==> src/rtl/reduction_seq_ctrl.sv <==
// Sequencer for the nibble-wide reduction datapath: accepts an operand and op code, folds NIB bits per cycle.
// Optional macro REDUCE_EARLY_EXIT_EN lets AND/NAND/OR/NOR leave RUN as soon as the result is decided.
//
// state | meaning
// IDLE  | waiting for a request, in_ready high
// RUN   | folding one nibble per cycle into acc
// DONE  | result presented, held until out_ready
module reduction_seq_ctrl #(
    parameter int WIDTH = 16,
    parameter int NIB   = 4
) (
    input  logic             clk,
    input  logic             rst_n,
    input  logic             in_valid,
    output logic             in_ready,
    input  logic [2:0]       in_op,
    input  logic [WIDTH-1:0] in_data,
    output logic             out_valid,
    input  logic             out_ready,
    output logic             out_res,
    output logic [2:0]       out_op,
    output logic             out_err,
    output logic             busy
);

    localparam int BEATS = WIDTH / NIB;
    localparam int CNT_W = (BEATS > 1) ? $clog2(BEATS) : 1;
    localparam logic [CNT_W-1:0] LAST_BEAT = CNT_W'(BEATS - 1);

    typedef enum logic [1:0] {
        IDLE = 2'd0,
        RUN  = 2'd1,
        DONE = 2'd2
    } state_t;

    state_t           state;
    state_t           state_nx;
    logic [WIDTH-1:0] sreg;
    logic [2:0]       op_q;
    logic             acc;
    logic [CNT_W-1:0] cnt;
    logic [NIB-1:0]   nib;
    logic             acc_fold;
    logic             fold_done;
    logic             accept;
    logic             op_illegal;
    logic             op_q_illegal;
    logic             and_family;
    logic             or_family;

    assign nib          = sreg[NIB-1:0];
    assign accept       = in_valid && (state == IDLE);
    assign op_illegal   = (in_op[2:1] == 2'b11);
    assign op_q_illegal = (op_q[2:1] == 2'b11);
    assign and_family   = (op_q[2:1] == 2'b00);
    assign or_family    = (op_q[2:1] == 2'b01);

    always_comb begin
        acc_fold = acc ^ (^nib);
        if (and_family) begin
            acc_fold = acc & (&nib);
        end else if (or_family) begin
            acc_fold = acc | (|nib);
        end
    end

`ifdef REDUCE_EARLY_EXIT_EN
    // Once AND reaches 0 or OR reaches 1 the remaining nibbles cannot change the result.
    assign fold_done = (cnt == LAST_BEAT) || (and_family && !acc_fold) || (or_family && acc_fold);
`else
    assign fold_done = (cnt == LAST_BEAT);
`endif

    always_comb begin
        state_nx = state;
        case (state)
            IDLE: begin
                if (accept) begin
                    state_nx = op_illegal ? DONE : RUN;
                end
            end
            RUN: begin
                if (fold_done) begin
                    state_nx = DONE;
                end
            end
            DONE: begin
                if (out_ready) begin
                    state_nx = IDLE;
                end
            end
            default: state_nx = IDLE;
        endcase
    end

    always_ff @(posedge clk) begin
        if (!rst_n) begin
            state <= IDLE;
        end else begin
            state <= state_nx;
        end
    end

    always_ff @(posedge clk) begin
        if (!rst_n) begin
            sreg <= '0;
            op_q <= '0;
            acc  <= 1'b0;
            cnt  <= '0;
        end else if (accept) begin
            sreg <= in_data;
            op_q <= in_op;
            acc  <= (in_op[2:1] == 2'b00);
            cnt  <= '0;
        end else if (state == RUN) begin
            sreg <= sreg >> NIB;
            acc  <= acc_fold;
            cnt  <= cnt + CNT_W'(1);
        end
    end

    // Odd op codes are the inverted variants; illegal ops report a zero result.
    assign in_ready  = (state == IDLE);
    assign busy      = (state != IDLE);
    assign out_valid = (state == DONE);
    assign out_op    = op_q;
    assign out_err   = (state == DONE) && op_q_illegal;
    assign out_res   = (state == DONE) && !op_q_illegal && (acc ^ op_q[0]);

endmodule

==> config.mk <==
export PLATFORM = sky130hd
export DESIGN_NAME = reduction_seq_ctrl
export DESIGN_NICKNAME = d
export VERILOG_FILES = /design/src/rtl/reduction_seq_ctrl.sv
export SDC_FILE = /design/constraint.sdc
export NUM_CORES = 1
export LEC_CHECK = 0
export BUFFER_PORTS_ARGS = -buffer_cell sky130_fd_sc_hd__buf_4
export CAP_MARGIN = 20
export CORE_ASPECT_RATIO = 0.7
export CORE_MARGIN = 10
export CORE_UTILIZATION = 40
export CTS_CLUSTER_DIAMETER = 150
export DETAILED_ROUTE_END_ITERATION = 12
export SYNTH_ARGS = -nofsm -noshare
export SYNTH_HDL_FRONTEND = slang
export SYNTH_SLANG_ARGS = --single-unit
==> constraint.sdc <==
create_clock -name clk -period 1.7 [get_ports clk]
set_input_delay 0.255 -clock clk [delete_from_list [all_inputs] [get_ports clk]]
set_output_delay 0.255 -clock clk [all_outputs]
set_load 0.005 [all_outputs]
* Word-level counts from Yosys, hierarchy flattened
Index checks and enable logic that the tools add are counted.
** Storage, ports and cells
- Register bits :: 24
- Output and inout port bits :: 8
- Input bits :: 23
** Operators by class
- Reduce and logical (&&, ||, !) cells :: 15
- Equal/unequal tests :: 9
- $add $sub $neg :: 1
- Bitwise gates (word level) :: 5
- Mux-type cells :: 11
** Operators with widths (count)
- 16-bit 2-to-1 mux :: 2
- 2-bit == test (second input constant) :: 4
- 2-bit 2-to-1 mux :: 4
- 2-bit zero test :: 3
- 2-bit case mux with 3 select lines :: 1
- 2-bit by 1-bit == test with 1-bit output (second input constant) :: 2
- 1-bit logical AND :: 4
- 1-bit 2-to-1 mux :: 4
- 2-bit by 1-bit inequality test with 1-bit output (second input constant) :: 2
- 4-bit AND reduction :: 1
- 2-bit nonzero test :: 2
- 4-bit OR reduction :: 1
- 4-bit parity :: 1
- 3-bit AND reduction :: 1
- 2-bit by 1-bit adder with 2-bit output (second input constant) :: 1
- 2-bit inequality test (second input constant) :: 1
- 2-bit OR reduction :: 1
- 1-bit bitwise XOR :: 2
- 1-bit AND :: 1
- 1-bit zero test :: 1
- 1-bit NOT :: 1
- 1-bit OR :: 1

* Logic depth before layout (Yosys ltp)
Gate-level depths: netlist (run 1).
- Depth after elaboration :: 6
- Gate-level depth with buffers :: 6
- Mapped depth without buffers :: 6

* Worst setup path before layout (run 1)
Ideal clock, no wire load.
- Path type :: register -> register
- From :: register sreg[2]
- To :: register acc
- Data required time :: 1.581 ns
- Setup time :: 0.119 ns
- Slack :: 0.482 ns
- Arrival time :: 1.099 ns
- Clock period less this slack :: 1.218 ns
- Stages on the path, launching flop included :: 7
- Cell sequence :: dfxtp_1 -> inv_1 -> ha_1 -> xnor2_1 -> xnor2_1 -> a21oi_1 -> o21ai_1
** Between the ends
- Cells in the longest elaborated chain, start to end :: 6
** RTL lines
- start, declared :: line 38 : logic [WIDTH-1:0] sreg;
- start signal, assigned :: line 111 : sreg <= in_data;
- start signal, assigned :: line 116 : sreg <= sreg >> NIB;
- 4-bit parity or 4-bit OR reduction (tied branches) :: line 59, 63
- 1-bit bitwise XOR or 1-bit OR (tied branches) :: line 59, 63
- 1-bit 2-to-1 mux :: line 62 : end else if (or_family) begin
- 1-bit 2-to-1 mux * :: line 60 : if (and_family) begin
- 1-bit 2-to-1 mux * :: line 115 : end else if (state == RUN) begin
- 1-bit 2-to-1 mux * :: line 110 : end else if (accept) begin
- end signal, assigned :: line 113 : acc <= (in_op[2:1] == 2'b00);
- end signal, assigned :: line 117 : acc <= acc_fold;
- end, declared :: line 40 : logic acc;
Every way passes the cells marked *; elsewhere a longest branch is shown, timed or not. The select of a mux whose other input is x is not followed.
A chain may end at the register's enable or synchronous reset.

* Final worst setup path (run 1)
- From :: register state[0]
- To :: output out_res
** Between the ends
- Cells in the longest elaborated chain, start to end :: 3
** RTL lines
- start, declared :: line 36 : state_t state;
- start signal, assigned :: line 100 : state <= state_nx;
- 2-bit == test :: line 128 : assign out_res = (state == DONE) && !op_q_illegal && (acc ^ op_q[0]);
- 1-bit logical AND (2 in series) :: line 128
- end, declared :: line 20 : output logic out_res,
No other way between the ends.

==> results of run 1 <==
==> worst max path at each step <==
stage / slack, ns / from / end / depth (start not counted)
after floorplan: 0.48 / sreg[2] / acc / 6
after global placement: 0.40 / sreg[2] / acc / 6
after detailed placement: 0.37 / state[0] / acc / 5
after CTS: 0.18 / state[0] / out_res / 4
after global routing: 0.09 / state[0] / out_res / 4
final: 0.19 / state[0] / out_res / 4
==> Yosys cell counts, drive strengths merged, types with 2 or more instances <==
| master | instances |
|---|---|
| xnor2 | 3 |
| nor2 | 7 |
| nand2 | 28 |
| o21ai | 2 |
| a21oi | 4 |
| ha | 5 |
| clkbuf | 2 |
| buf | 5 |
| nand3 | 5 |
| dfxtp | 24 |
| a21boi | 20 |
| inv | 8 |
| a22oi | 12 |
==> routing by layer <==
| metal | vias to the layer above | routed length, um |
|---|---|---|
| li1 | 526 | - |
| met1 | 486 | 1360 |
| met2 | 25 | 1280 |
| met3 | 2 | 196 |
| met4 | 0 | 9 |
| met5 | - | 0 |
==> logic make-up after synthesis <==
| group | share of synthesized area (%) |
|---|---|
| AO/OA/AOI/OAI | 26.6 |
| XOR/XNOR | 2.85 |
| adder cells (fa/ha/maj) | 5.09 |
| buffers and inverters | 7.33 |
| flip-flops | 39.1 |
| AND/OR/NAND/NOR | 19.0 |
==> critical path, stage by stage (launching register included) <==
cell and delay [ns]:
dfxtp_1 0.45, nand2b_1 0.20, inv_1 0.06, and3_1 0.14
buf_4 0.13
==> flip-flops by register name, indices dropped and copies added (netlist names) <==
name    count
sreg       16
out_op      3
cnt         2
state       2
acc         1
==> metrics by stage <==
step,hold slack (ns),std cells,total power [mW]
global route,0.232,202,1.44
global placement,0.444,198,0.975
detailed placement,0.456,198,0.985
floorplan,0.390,136,0.882
CTS,0.229,202,1.38
finish,0.234,202,1.35
==> power by group <==
| part | switching (mW) | total (mW) | internal, mW |
|---|---|---|---|
| sequential | 0.0404 | 0.650 | 0.610 |
| combinational | 0.160 | 0.319 | 0.159 |
| clock | 0.175 | 0.382 | 0.206 |
==> cell type report <==
type,count,area [um2],share of cell area [%]
multi-input cells,97,658,43.4
clock buffers,4,55.1,3.63
repair buffers,33,248,16.3
flip-flops and latches,24,480,31.7
inverters,8,30.0,1.98
well taps,36,45.0,2.97
==> run summary, run 1 <==
# diodes -> 0
Fillers -> 284
Max Cap Viol -> 0
Mapped Area -> 0.00123 mm2
Status -> finished, final reports clean
DRT Wirelength -> 2.85 mm
Pre-Repair DR Iteration Count -> 4
Maximum clock insertion buffer count -> 2
Post-synth net total -> 164
Met1 GRT Util -> 12.1%
Hold Vio Cnt, Final -> 0
Commonest non-fill, non-tap cell in the layout -> buf_4
Max Clk Rate -> 0.663 GHz
Worst R2R Path Depth -> 5
Most frequent cells in the layout -> buf_4, nand2_1, dfxtp_1
DRC violations left -> 0
Row Count -> 16
Total track usage -> 10.0%
Yosys top cell area share -> 39.1%
Fraction of registers with async set/reset -> 0%
Final period utilization -> 88.7%
Ys Warns -> 0
Hold Path Cell Cnt -> 3
CTS root buffer -> clkbuf_8
Postcts setup bufs -> 0
Routed Antenna Nets -> 0
Most used routing layer -> met2
CTS resizes -> 0
Mapped Avg Cell Area -> 9.03 um2
Clock transition at the registers of the reported paths -> 0.08 ns
Worst reg2reg setup slack -> 0.35 ns
Dominant cells by area after synthesis -> dfxtp_1, a21boi_2, nand2_1
Sequential-to-total area share from yosys stat -> 39.1%
Fin Setup TNS -> 0 ns
Met3 Resource Use GR -> 4.43%
Layout cell share with drive strength beyond 1 -> 30.1%
Starting density of the core -> 42.9%
Crit path required time -> 1.44 ns
Crit start category -> register
# IOs -> 31
Setup violations, final -> 0
#FFs+latches synth -> 24
Post-synth EDFFs -> 0
RSZ-0062 raised after global routing -> false
Max-slew violations -> 0
Fin area -> 0.00152 mm2
Nets -> 195
Final Skew -> 0.00288 ns
CORE AREA -> 0.00286 mm2
First-pass GRT wire length -> 4.75 mm
Setup WS pre-CTS -> 0.374 ns
Hold Path Class -> primary input to register
GRT Residual Overflow -> 0
Critical path endpoint category -> primary output
Critical path class -> register to primary output
Final WS setup -> 0.193 ns
Post-layout util -> 53.0%
CP max FO -> 6
DP Area -> 0.00146 mm2
Largest area contributor in the netlist -> dfxtp_1
Cell count after synthesis -> 136
Vias per cell -> 5.14
H-tree level count -> 1
Area Growth Syn to Fin -> 23.4%
Synth Flop Type -> dfxtp_1
Largest net degree at the start of global routing -> 25
Worst rel slew slack -> 76.8%
Worst VDD drop -> 0.438 mV
Leakage -> 0.630 nW
Buffers on Ports -> 30
Hold worst-path end -> sreg[13]
Worst Tran Pin Value -> 0.348 ns
Initial antenna violation count -> 0
Clock sinks -> 24
Period minus WS final -> 1.51 ns
Hold Buf Count CTS -> 0
Hpwl dp -> 2.22 mm
Inserted Clock Buffers -> 3
Netlist cell types -> 31
Met2 GRT Util -> 16.5%
Reg-to-reg startpoint -> state[0]
GP Congestion -> 0.742
Vias in the first global route -> 1049
Wire per inst -> 14.1 um
Die area -> 0.00572 mm2
Initial drt markers -> 47
Min-delay src -> in_data[13]
Crit path DAT -> 1.25 ns
Chip height -> 66.4 um
PwrDens -> 891 mW/mm2
Via count -> 1039
Clk_lat worst skew -> 0.26 ns
FF-to-FF End -> acc
TritonCTS clock tree -> done
Die W -> 86.2 um
(Power assumes the default switching activity.)
==> run 2, diff against run 1 <==
ABC_AREA = 1   (was unset)
==> run 2 against run 1 <==
Critical path depth increased by 1; global-route usage down 0.33 points; clock skew barely moved; count of clock-buffer cells in the layout unchanged; highest routed layer unchanged; final cell count rose by 12%; worst hold slack got worse by 0.022 ns.
==> run summary, run 2 <==
Clock sinks -> 24 (unchanged)
Most frequent cells in the layout -> nand2_1, buf_4, dfxtp_1
Post-synth EDFFs -> 0 (unchanged)
Routed Antenna Nets -> 0 (unchanged)
Worst rel slew slack -> 59.3% (-17 points)
Top reg by flops -> sreg
Clock transition at the registers of the reported paths -> 0.08 ns (about the same)
H-tree level count -> 1 (unchanged)
Chip height -> 65.8 um (-0.93%)
Commonest non-fill, non-tap cell in the layout -> nand2_1
Hold Vio Cnt, Final -> 0 (unchanged)
# IOs -> 31 (unchanged)
Fillers -> 298 (+4.9%)
CORE AREA -> 0.00282 mm2 (-1.4%)
First-pass GRT wire length -> 4.57 mm (-3.8%)
Mapped Area -> 0.00120 mm2 (-2.6%)
Buffers on Ports -> 30 (unchanged)
Critical path endpoint category -> primary output
Hold Path Cell Cnt -> 3 (unchanged)
Yosys top cell area share -> 40.2% (+1.1 points)
Dominant cells by area after synthesis -> dfxtp_1, nand2_1, a31oi_1
Maximum clock insertion buffer count -> 2 (unchanged)
Post-route insts no fill -> 227 (+12%)
Total track usage -> 9.69% (-0.33 points)
Hold Path Class -> primary input to register
Layout cell share with drive strength beyond 1 -> 23.6% (-6.6 points)
Period minus WS final -> 1.53 ns (+0.0183 ns)
Post-synth net total -> 189 (+15%)
Sequential-to-total area share from yosys stat -> 40.2% (+1.1 points)
Worst VDD drop -> 0.528 mV (+21%)
Switching Share -> 29.4% (+1.7 points)
Cell count after synthesis -> 161 (+18%)
Synth cell count leaders -> nand2_1, dfxtp_1, a31oi_1, inv_1, a21oi_1
Worst Tran Pin Value -> 0.609 ns (+0.262 ns)
Worst R2R Path Depth -> 6 (+1)
Max Cap Viol -> 0 (unchanged)
Hpwl dp -> 2.16 mm (-2.8%)
Initial drt markers -> 84 (+79%)
Final WS setup -> 0.174 ns (-0.0183 ns)
Initial antenna violation count -> 0 (unchanged)
Wire per inst -> 12.2 um (-14%)
Clk_lat worst skew -> 0.26 ns (about the same)
Final Skew -> 0.00289 ns (+0.00000591 ns)
CTS resizes -> 0 (unchanged)
Final period utilization -> 89.7% (+1.1 points)
Die W -> 85.4 um (-1.0%)
Crit path required time -> 1.44 ns (about the same)
Leakage -> 0.641 nW (+1.8%)
Area Growth Syn to Fin -> 23.3% (about the same)
DP Area -> 0.00142 mm2 (-2.8%)
Max FFs per register -> 16 (unchanged)
Netlist cell types -> 24 (-23%)
Internal power -> 0.967 mW (-0.91%)
Max Clk Rate -> 0.655 GHz (-1.2%)
GRT Residual Overflow -> 0 (unchanged)
Nets -> 220 (+13%)
Largest net degree at the start of global routing -> 21 (-16%)
Setup violations, final -> 0 (unchanged)
Vias per cell -> 4.72 (-8.2%)
Ys Warns -> 0 (unchanged)
Via count -> 1072 (+3.2%)
Crit start category -> register
Mapped Avg Cell Area -> 7.43 um2 (-18%)
Starting density of the core -> 42.4% (-0.54 points)
Die area -> 0.00561 mm2 (-2.0%)
DRT Wirelength -> 2.76 mm (-2.9%)
Crit path DAT -> 1.27 ns (+0.02 ns)
Postcts setup bufs -> 0 (unchanged)
Overall Power -> 1.37 mW (+1.4%)
Vias in the first global route -> 1045 (-0.38%)
Fin area -> 0.00148 mm2 (-2.7%)
Fraction of registers with async set/reset -> 0% (unchanged)
Pre-Repair DR Iteration Count -> 6 (+2)
Inserted Clock Buffers -> 3 (unchanged)
Synth Flop Type -> dfxtp_1
CTS root buffer -> clkbuf_8
Logic pwr share -> 24.1% (+0.5 points)
Sequential share of power -> 47.9% (-0.2 points)
Clk network pwr share -> 28.0% (-0.3 points)
Critical path class -> register to primary output
GP Congestion -> 0.858 (+16%)
Hold WS -> 0.212 ns (-0.0218 ns)
Hold Buf Count CTS -> 0 (unchanged)
Psw -> 0.403 mW (+7.5%)
TritonCTS clock tree -> done
# diodes -> 0 (unchanged)
PwrDens -> 929 mW/mm2 (+4.3%)
Setup WS pre-CTS -> 0.331 ns (-0.0437 ns)
Status -> finished, final reports clean
Top-count cell post-synth -> nand2_1
Row Count -> 16 (unchanged)
DRC violations left -> 0 (unchanged)
#FFs+latches synth -> 24 (unchanged)
Max-slew violations -> 0 (unchanged)
Fin Setup TNS -> 0 ns (unchanged)
Post-layout util -> 52.3% (-0.71 points)
Post-Place Cells -> 223 (+13%)
CP max FO -> 4 (-2)
RSZ-0062 raised after global routing -> false
Largest area contributor in the netlist -> dfxtp_1
## run 2: cell count changes after synthesis, moves of 3 or more
cell / delta
inv_2: +3
a21boi_1: -10
a22oi_1: -12
inv_1: +4
a21oi_1: +5
a21boi_2: -9
nand2_1: +34
a31oi_1: +13
## run 2: logic make-up (layout without fill, tap and decap cells)
kind of cell | count (synthesis) | after routing | share of synthesized area (%)
and+or+nand+nor | 83 | 83 | 30.8
adders and majority gates | 5 | 5 | 5.23
buffers and inverters | 22 | 52 | 10.4
DFF | 24 | 24 | 40.2
xor gates and xnor gates | 2 | 2 | 1.46
AOI/OAI and AO/OA | 25 | 25 | 12.0
## run 2: cell type report
type                            instances  area, um2  share of cell area (%)
Multi-Input combinational cell        115        592                    40.1
Sequential cell                        24        480                    32.6
Timing Repair Buffer                   32        240                    16.3
Inverter                               16       62.6                    4.24
Clock buffer                            4       55.1                    3.73
Tap cell                               36       45.0                    3.05
## run 2: metal layers
layer / vias to the layer above / wire, um / track usage, %
met5: - / 0 / 0
met4: 0 / 16 / 2.46
met3: 2 / 205 / 4.31
met2: 23 / 1190 / 16.0
met1: 469 / 1350 / 11.3
li1: 578 / - / -
## run 2: power by group through the flow
stage	combinational, mW	clock, mW	sequential, mW
after floorplan	0.245	0	0.660
after global placement	0.324	0	0.667
after detailed placement	0.332	0	0.671
after CTS	0.334	0.391	0.658
after global routing	0.374	0.409	0.665
final	0.330	0.383	0.657
## run 2: path summary, 6_finish.rpt
check | endpoint | from | slack [ns]
max reg2reg | acc | state[1] | 0.30
min | out_op[0] | in_op[0] | 0.21
min reg2reg | sreg[12] | sreg[12] | 0.47
max | out_res | state[1] | 0.17
## run 2: critical path, cell delays in order, from the launching register on
cell and delay (ns):
dfxtp_1 0.48, inv_1 0.11, nor2_1 0.14, nand2_1 0.07
nor2_1 0.10, buf_4 0.11
==> run 3, diff against run 2 <==
PLACE_DENSITY = 0.59   (was unset)
TNS_END_PERCENT = 20   (was unset)
==> run 3 against run 2 <==
Die area did not move; final area did not move; maximum frequency rose by 1.2%; clock skew fell by 0.00073 ns; global-route usage rose by 0.22 points; critical path type unchanged; largest power group unchanged.
==> run summary, run 3 (synthesis results as in run 2) <==
Nets -> 220 (unchanged)
Worst Tran Pin Value -> 0.649 ns (+0.0394 ns)
Total track usage -> 9.91% (+0.22 points)
Hpwl dp -> 2.13 mm (-1.4%)
M1 wire length -> 1.30 mm (-4.0%)
Worst VDD drop -> 0.636 mV (+20%)
Worst rel slew slack -> 56.7% (-2.6 points)
Layout cell share with drive strength beyond 1 -> 23.6% (unchanged)
Clock sinks -> 24 (unchanged)
FF-to-FF End -> acc
PwrDens -> 925 mW/mm2 (-0.35%)
DR WL met3 -> 257 um (+25%)
Via count -> 1097 (+2.3%)
Min-delay src -> in_op[0]
CTS root buffer -> clkbuf_8
Hold Path Class -> primary input to register
Worst R2R Path Depth -> 6 (unchanged)
Final WS setup -> 0.192 ns (+0.0174 ns)
Clk_lat worst skew -> 0.26 ns (about the same)
Worst reg2reg setup slack -> 0.32 ns (+0.02 ns)
Hold Path Cell Cnt -> 3 (unchanged)
Largest net degree at the start of global routing -> 21 (unchanged)
Fin area -> 0.00148 mm2 (unchanged)
Row Count -> 16 (unchanged)
# IOs -> 31 (unchanged)
DRT Wirelength -> 2.72 mm (-1.4%)
Wire per inst -> 12.0 um (-1.4%)
Most frequent cells in the layout -> nand2_1, buf_4, dfxtp_1
Setup violations, final -> 0 (unchanged)
Clock transition at the registers of the reported paths -> 0.08 ns (about the same)
Period minus WS final -> 1.51 ns (-0.0174 ns)
First-pass GRT wire length -> 4.71 mm (+3.0%)
CTS resizes -> 0 (unchanged)
Critical path class -> register to primary output
Hold Buf Count CTS -> 0 (unchanged)
Post-layout util -> 52.3% (unchanged)
DRC violations left -> 0 (unchanged)
Chip height -> 65.8 um (unchanged)
Vias in the first global route -> 1075 (+2.9%)
Crit path required time -> 1.44 ns (about the same)
Status -> finished, final reports clean
Max FFs per register -> 16 (unchanged)
RSZ-0062 raised after global routing -> false
Fillers -> 294 (-1.3%)
H-tree level count -> 1 (unchanged)
Routed Antenna Nets -> 0 (unchanged)
CORE AREA -> 0.00282 mm2 (unchanged)
Top reg by flops -> sreg
Max Clk Rate -> 0.663 GHz (+1.2%)
Area Growth Syn to Fin -> 23.3% (unchanged)
Starting density of the core -> 42.4% (unchanged)
Setup WS pre-CTS -> 0.337 ns (+0.00633 ns)
Initial drt markers -> 85 (+1.2%)
Die area -> 0.00561 mm2 (unchanged)
Postcts setup bufs -> 0 (unchanged)
Crit path DAT -> 1.25 ns (-0.02 ns)
Reg area -> 480 um2 (unchanged)
Leakage -> 0.641 nW (unchanged)
TritonCTS clock tree -> done
DP Area -> 0.00142 mm2 (unchanged)
Max Cap Viol -> 0 (unchanged)
Hold Vio Cnt, Final -> 0 (unchanged)
Fin Setup TNS -> 0 ns (unchanged)
Critical path endpoint category -> primary output
Commonest non-fill, non-tap cell in the layout -> nand2_1
Reg-to-reg startpoint -> state[1]
Pre-Repair DR Iteration Count -> 4 (-2)
GRT Residual Overflow -> 0 (unchanged)
# diodes -> 0 (unchanged)
GP Congestion -> 0.774 (-9.8%)
CP max FO -> 4 (unchanged)
Crit start category -> register
Final Skew -> 0.00216 ns (-0.000733 ns)
Final period utilization -> 88.7% (-1.0 points)
Hold worst-path end -> out_op[0]
Maximum clock insertion buffer count -> 2 (unchanged)
Footprint of the multi-input gates -> 592 um2 (unchanged)
Highest metal used -> met4
Wire length on met2 -> 1.15 mm (-3.1%)
Max-slew violations -> 0 (unchanged)
Initial antenna violation count -> 0 (unchanged)
Buffers on Ports -> 30 (unchanged)
Inserted Clock Buffers -> 3 (unchanged)
Vias per cell -> 4.83 (+2.3%)
Die W -> 85.4 um (unchanged)
==> run 3: cell counts in the layout (fill, tap and decap cells not counted) <==
No cell type changed its count.
==> run 3: how the worst max path moves through the flow <==
stage / startpoint / endpoint / slack (ns)
floorplan: state[0] / state[1] / 0.49
global placement: state[1] / acc / 0.38
detailed placement: state[1] / acc / 0.34
CTS: state[1] / out_res / 0.16
global route: state[1] / out_res / 0.05
finish: state[1] / out_res / 0.19
==> run 3: cell type report <==
type,count,share of cell area (%)
flip-flops and latches,24,32.6
repair buffers,32,16.3
clock buffers,4,3.73
multi-input cells,115,40.1
inverters,16,4.24
well taps,36,3.05
==> run 3: layer usage <==
metal	global-route usage, %	vias up
li1	-	579
met1	12.4	486
met2	15.0	30
met3	4.31	2
met4	3.07	0
met5	0	-
==> run 3: where the power goes <==
group | switching (mW) | total [mW] | internal [mW]
Combinational | 0.183 | 0.330 | 0.147
Clock | 0.173 | 0.380 | 0.207
Sequential | 0.0421 | 0.655 | 0.613
==> run 3: stage by stage <==
stage / power (mW) / hold slack [ns] / instances
floorplan: 0.905 / 0.378 / 161
global placement: 0.994 / 0.451 / 223
detailed placement: 1.00 / 0.458 / 223
CTS: 1.38 / 0.207 / 227
global route: 1.46 / 0.244 / 227
finish: 1.37 / 0.213 / 227
==> run 3: worst max-delay path, cell delays in order (launching register included) <==
cell and delay, ns:
dfxtp_1 0.46, inv_1 0.11, nor2_1 0.14, nand2_1 0.07, nor2_1 0.10, buf_4 0.11
